**config.mk**
```make
export PLATFORM = sky130hd
export DESIGN_NAME = adc_spi_sampler
export DESIGN_NICKNAME = d
export VERILOG_FILES = /design/src/rtl/adc_spi_sampler.sv
export SDC_FILE = /design/constraint.sdc
export NUM_CORES = 1
export LEC_CHECK = 0
export CORE_ASPECT_RATIO = 1.2
export CORE_UTILIZATION = 52
export CTS_CLUSTER_DIAMETER = 40
export CTS_CLUSTER_SIZE = 30
export DETAILED_ROUTE_END_ITERATION = 10
export PLACE_DENSITY = 0.84
export SYNTH_ARGS = -nofsm -noshare
export SYNTH_HDL_FRONTEND = slang
export SYNTH_SLANG_ARGS = --single-unit
```
**constraint.sdc**
```tcl
create_clock -name clk_i -period 2.8 [get_ports clk_i]
set_clock_uncertainty 0.2 [all_clocks]
set_input_delay 0.7 -clock clk_i [delete_from_list [all_inputs] [get_ports clk_i]]
set_output_delay 0.7 -clock clk_i [all_outputs]
set_load 0.02 [all_outputs]
```
**src/rtl/adc_spi_sampler.sv**
```systemverilog
// adc_spi_sampler: free-running AD7476-class SPI ADC frame engine; latches each result and pulses eoc_o once per frame
module adc_spi_sampler #(
   parameter int CLK_DIV      = 2,
   parameter int FRAME_BITS   = 16,
   parameter int DATA_BITS    = 12,
   parameter int QUIET_CYCLES = 5
) (
   input  logic                 clk_i,
   input  logic                 rst_ni,
   input  logic                 en_i,
   input  logic                 adc_miso_i,
   output logic                 adc_cs_no,
   output logic                 adc_sclk_o,
   output logic [DATA_BITS-1:0] data_o,
   output logic                 eoc_o
);
   localparam int MAXC = CLK_DIV > QUIET_CYCLES ? CLK_DIV : QUIET_CYCLES;
   localparam int CW   = $clog2(MAXC + 1);
   localparam int BW   = FRAME_BITS > 1 ? $clog2(FRAME_BITS) : 1;
   if (CLK_DIV < 1 || QUIET_CYCLES < 1 || DATA_BITS < 1 || DATA_BITS > FRAME_BITS) begin : g_bad_params
      $fatal(1, "adc_spi_sampler: illegal parameter set");
   end
   typedef enum logic [1:0] {IDLE, SHIFT, DONE, QUIET} state_t;
   state_t                state, next_state;
   logic [CW-1:0]         div, next_div;
   logic [BW-1:0]         bits, next_bits;
   logic [FRAME_BITS-1:0] shreg, next_shreg;
   logic [DATA_BITS-1:0]  next_data;
   logic                  next_cs, next_sclk, next_eoc;
   logic                  half_end, last_bit, quiet_end;
   assign half_end  = div == CW'(CLK_DIV - 1);
   assign last_bit  = bits == BW'(FRAME_BITS - 1);
   // div is 0 in DONE, so DONE itself is quiet cycle 1 and QUIET_CYCLES==1 rearms straight from DONE
   assign quiet_end = div == CW'(QUIET_CYCLES - 1);
   always_ff @(posedge clk_i or negedge rst_ni) begin
      if (!rst_ni) begin
         state      <= IDLE;
         div        <= '0;
         bits       <= '0;
         shreg      <= '0;
         adc_cs_no  <= 1'b1;
         adc_sclk_o <= 1'b0;
         data_o     <= '0;
         eoc_o      <= 1'b0;
      end else begin
         state      <= next_state;
         div        <= next_div;
         bits       <= next_bits;
         shreg      <= next_shreg;
         adc_cs_no  <= next_cs;
         adc_sclk_o <= next_sclk;
         data_o     <= next_data;
         eoc_o      <= next_eoc;
      end
   end
   always_comb begin
      next_state = state;
      next_div   = div;
      next_bits  = bits;
      next_shreg = shreg;
      next_cs    = adc_cs_no;
      next_sclk  = adc_sclk_o;
      next_data  = data_o;
      next_eoc   = 1'b0;
      case (state)
         IDLE: begin
            next_state = en_i ? SHIFT : IDLE;
            next_cs    = !en_i;
         end
         SHIFT: begin
            next_div = half_end ? '0 : div + CW'(1);
            if (half_end && !adc_sclk_o) begin
               next_sclk  = 1'b1;
               next_shreg = (shreg << 1) | FRAME_BITS'(adc_miso_i);
            end else if (half_end && last_bit) begin
               next_state = DONE;
               next_cs    = 1'b1;
               next_sclk  = 1'b0;
               next_bits  = '0;
               next_data  = shreg[DATA_BITS-1:0];
               next_eoc   = 1'b1;
            end else if (half_end) begin
               next_sclk = 1'b0;
               next_bits = bits + BW'(1);
            end
         end
         DONE, QUIET: begin
            next_div   = quiet_end ? '0 : div + CW'(1);
            next_state = quiet_end ? (en_i ? SHIFT : IDLE) : QUIET;
            next_cs    = quiet_end ? !en_i : 1'b1;
         end
      endcase
   end
endmodule

```
==> flow_summary.ini <==
[status]
outcome = completed

[global_routing]
grt_antenna_before_repair = 0
grtUsageTotal = 0.206
vias_in_the_first_global_route = 1060
grt-ovfl-total = 0
grt_pass1_wl_um = 4730
grt_max_degree = 37

[detailed_routing]
routed_wl_um = 2810
detail_route.drc_violations = 0
avgViaCountPerCell = 5.63
route.vias.total = 991
first_pass_iteration_count_of_the_detailed_router = 6
detail-route-antenna-nets = 0
detail_route.iter0.violations = 17
avgRoutedWirePerCell_um = 16.0

[layout]
n_antenna_cell = 0
layout-drive-gt1-share = 0.282
storage_cell_area_um2 = 902
finalNonFillerCells = 176
areaGrowthSynthToFinish_pct = 18.2
fill_cells = 218
design_area_um2 = 1870
multi_input_area_um2 = 623
final_nets = 150

[sta]
period_needed_ns = 2.39
post-route-worst-setup-slack_ns = 0.405
max_freq_ghz = 0.418
hold_viol = 0
timing.final.max_slew_violations = 0
min_period_over_period = 0.855
unrepaired_setup_endpoints_after_global_routing = false
setup_viol = 0
tns_ns = 0
max_slew.worst_pin.slew_ns = 0.449
timing.max_slew.rel_slack = 0.700

[pwr]
p_leak_uw = 0.000882
power_uw = 1590
worst_ir_drop_vdd_v = 0.000994
power-per-cell-area_nw_per_um2 = 850

[logic_synthesis]
yosys_warnings = 0
synth_fp_nets = 127
synth_area_leaders = dfrtp_1 (55%), mux2_2 (18%), ha_1 (4.0%)
synth.avg_cell_area_um2 = 13.4
post_synth_mux_area_share = 0.191
synth-compound-area-share = 0.0641
synth_adder_area_share = 0.0396
asyncSetResetFlopFracSynth = 1.00
post_synth_xor_area_fraction = 0.0111
ys_dominant_reg_cell = dfrtp_1
synth_most_common_cell = dfrtp_1
synth_largest_type_area_fraction = 0.554
netlist_instances = 118
synth-edff-count = 0
dominant_combinational_cell_family_by_area_after_synthesis = multiplexers
synth_top_area_cell = dfrtp_1
synth_top_cells_by_count = dfrtp_1 (35), mux2_2 (25), ha_1 (5), inv_1 (5), nor2_1 (5)
seq_area_frac_synth = 0.570
syn-cell-area_um2 = 1580
register_bit_count_reported_by_yosys = 36
synth_cell_types = 34
synthSimpleGateAreaFrac = 0.0878

[clocking]
cts-hold-fix-buffers = 0
cts.repair_timing.setup_buffer_count = 0
cts_root_buf = clkbuf_4
cts_inserted_buffers = 5
post_cts.resized_instances = 0
path_clk_slew_ns = 0.11
cts_tree = done
clock_insertion_delay_worst_skew_ns = 0.35
htree_levels = 2
clkSinkCount = 36
cts-root-to-sink-buffers = 2

[worst_setup_path]
worst-path-buf-inv = 1
worst_setup_path_endpoint = adc_cs_no
path_depth_of_the_worst_reg2reg_path = 5
crit_path_max_delay_family = buffers and inverters
worst_setup_path_end_kind = output port
reg2reg_from = div[0]$_DFFE_PN0N_
worst_setup_path_startpoint = adc_cs_no$_DFFE_PN1P_
r2r-end = data_o[2]$_DFFE_PN0P_
critPathRequiredTime_ns = 1.90
crit_cells = 1
critPathMaxFanout = 2
worst_setup_path_category = reg2out
worst-endpoint-arrival_ns = 1.49
crit_path_cells = clkdlybuf4s50_1
worst_setup_path_start_kind = flip-flop
cpMaxStageDelayCell = clkdlybuf4s50_1
worst-r2r-setup-slack_ns = 0.52
slowest_delay_ns = 0.59

[die]
area_of_the_die_um2 = 3270
initial_utilization = 0.557
chipHeight_um = 62.4
core_region_area_um2 = 2840
pin_count = 19
fp-row-count = 21
die_width_um = 52.3

[job]
reported_max_cap_violation_count = 0

[placed_design]
port_buffers = 18
post-place-cells = 168
dp_worst_setup_slack_ns = 0.534
hpwl_um = 1910
placement.cell_area_um2 = 1790
finalWeightedCongestion = 0.703

[worst_hold_path]
worstHoldPathCells = 1
hold_path.class = reg2reg
kinds of logic (layout without fill, tap and decap cells):
logic type | after synthesis | count (layout)
buffers and inverters | 10 | 34
adder cells (fa/ha/maj) | 5 | 5
multiplexers | 27 | 27
AND/OR/NAND/NOR | 23 | 23
XOR/XNOR | 2 | 2
AO/OA/AOI/OAI | 15 | 15
flip-flops | 36 | 36
worst min-delay path by stage:
stage / slack, ns / to / start
after CTS: 0.32 / data_o[5]$_DFFE_PN0P_ / data_o[5]$_DFFE_PN0P_
after global routing: 0.34 / data_o[7]$_DFFE_PN0P_ / data_o[7]$_DFFE_PN0P_
after floorplan: 0.20 / adc_sclk_o$_DFFE_PN0P_ / rst_ni
after global placement: 0.28 / data_o[7]$_DFFE_PN0P_ / data_o[7]$_DFFE_PN0P_
final: 0.32 / data_o[5]$_DFFE_PN0P_ / data_o[5]$_DFFE_PN0P_
after detailed placement: 0.30 / data_o[7]$_DFFE_PN0P_ / data_o[7]$_DFFE_PN0P_
routing by layer:
| metal | global-route usage | vias to the layer above | routed length, um |
|---|---|---|---|
| met1 | 0.236 | 496 | 1140 |
| li1 | - | 464 | - |
| met3 | 0.0779 | 7 | 139 |
| met4 | 0.0987 | 0 | 65 |
| met5 | 0 | - | 0 |
| met2 | 0.331 | 24 | 1470 |
cell type report:
type	count	area share
clock buffers	5	0.0201
clock inverters	3	0.0228
inverters	5	0.0100
multi-input cells	72	0.333
flip-flops and latches	36	0.483
well taps	34	0.0228
repair buffers	21	0.108
sequential cells by signal (all words and copies together), names as in the netlist:
signal and count:
adc_cs_no 1, adc_sclk_o 1, bits 4, data_o 12, div 3, eoc_o 1
shreg 12, state 2
stage by stage:
| stage | utilization | hold WS, ns |
|---|---|---|
| after floorplan | - | 0.204 |
| after global placement | 0.631 | 0.276 |
| after detailed placement | 0.631 | 0.295 |
| after CTS | 0.659 | 0.323 |
| after global routing | 0.659 | 0.335 |
| final | 0.659 | 0.317 |
layout by cell type (no fill, tap or decap), types with 3 or more instances in the layout:
master           synthesis  layout
clkbuf_4                 0       5
nand2_1                  3       3
mux2_2                  25      25
nor2_1                   5       5
dfrtp_1                 35      35
clkdlybuf4s50_1          0      18
o21ai_0                  3       3
a21oi_1                  3       3
inv_1                    5       5
ha_1                     5       5
buf_4                    3       3
where the power goes:
| group | internal, uW | switching, uW |
|---|---|---|
| Combinational | 230 | 200 |
| Sequential | 664 | 131 |
| Clock | 186 | 179 |
| Total | 1080 | 510 |
Power figures use the tool's default switching activity.
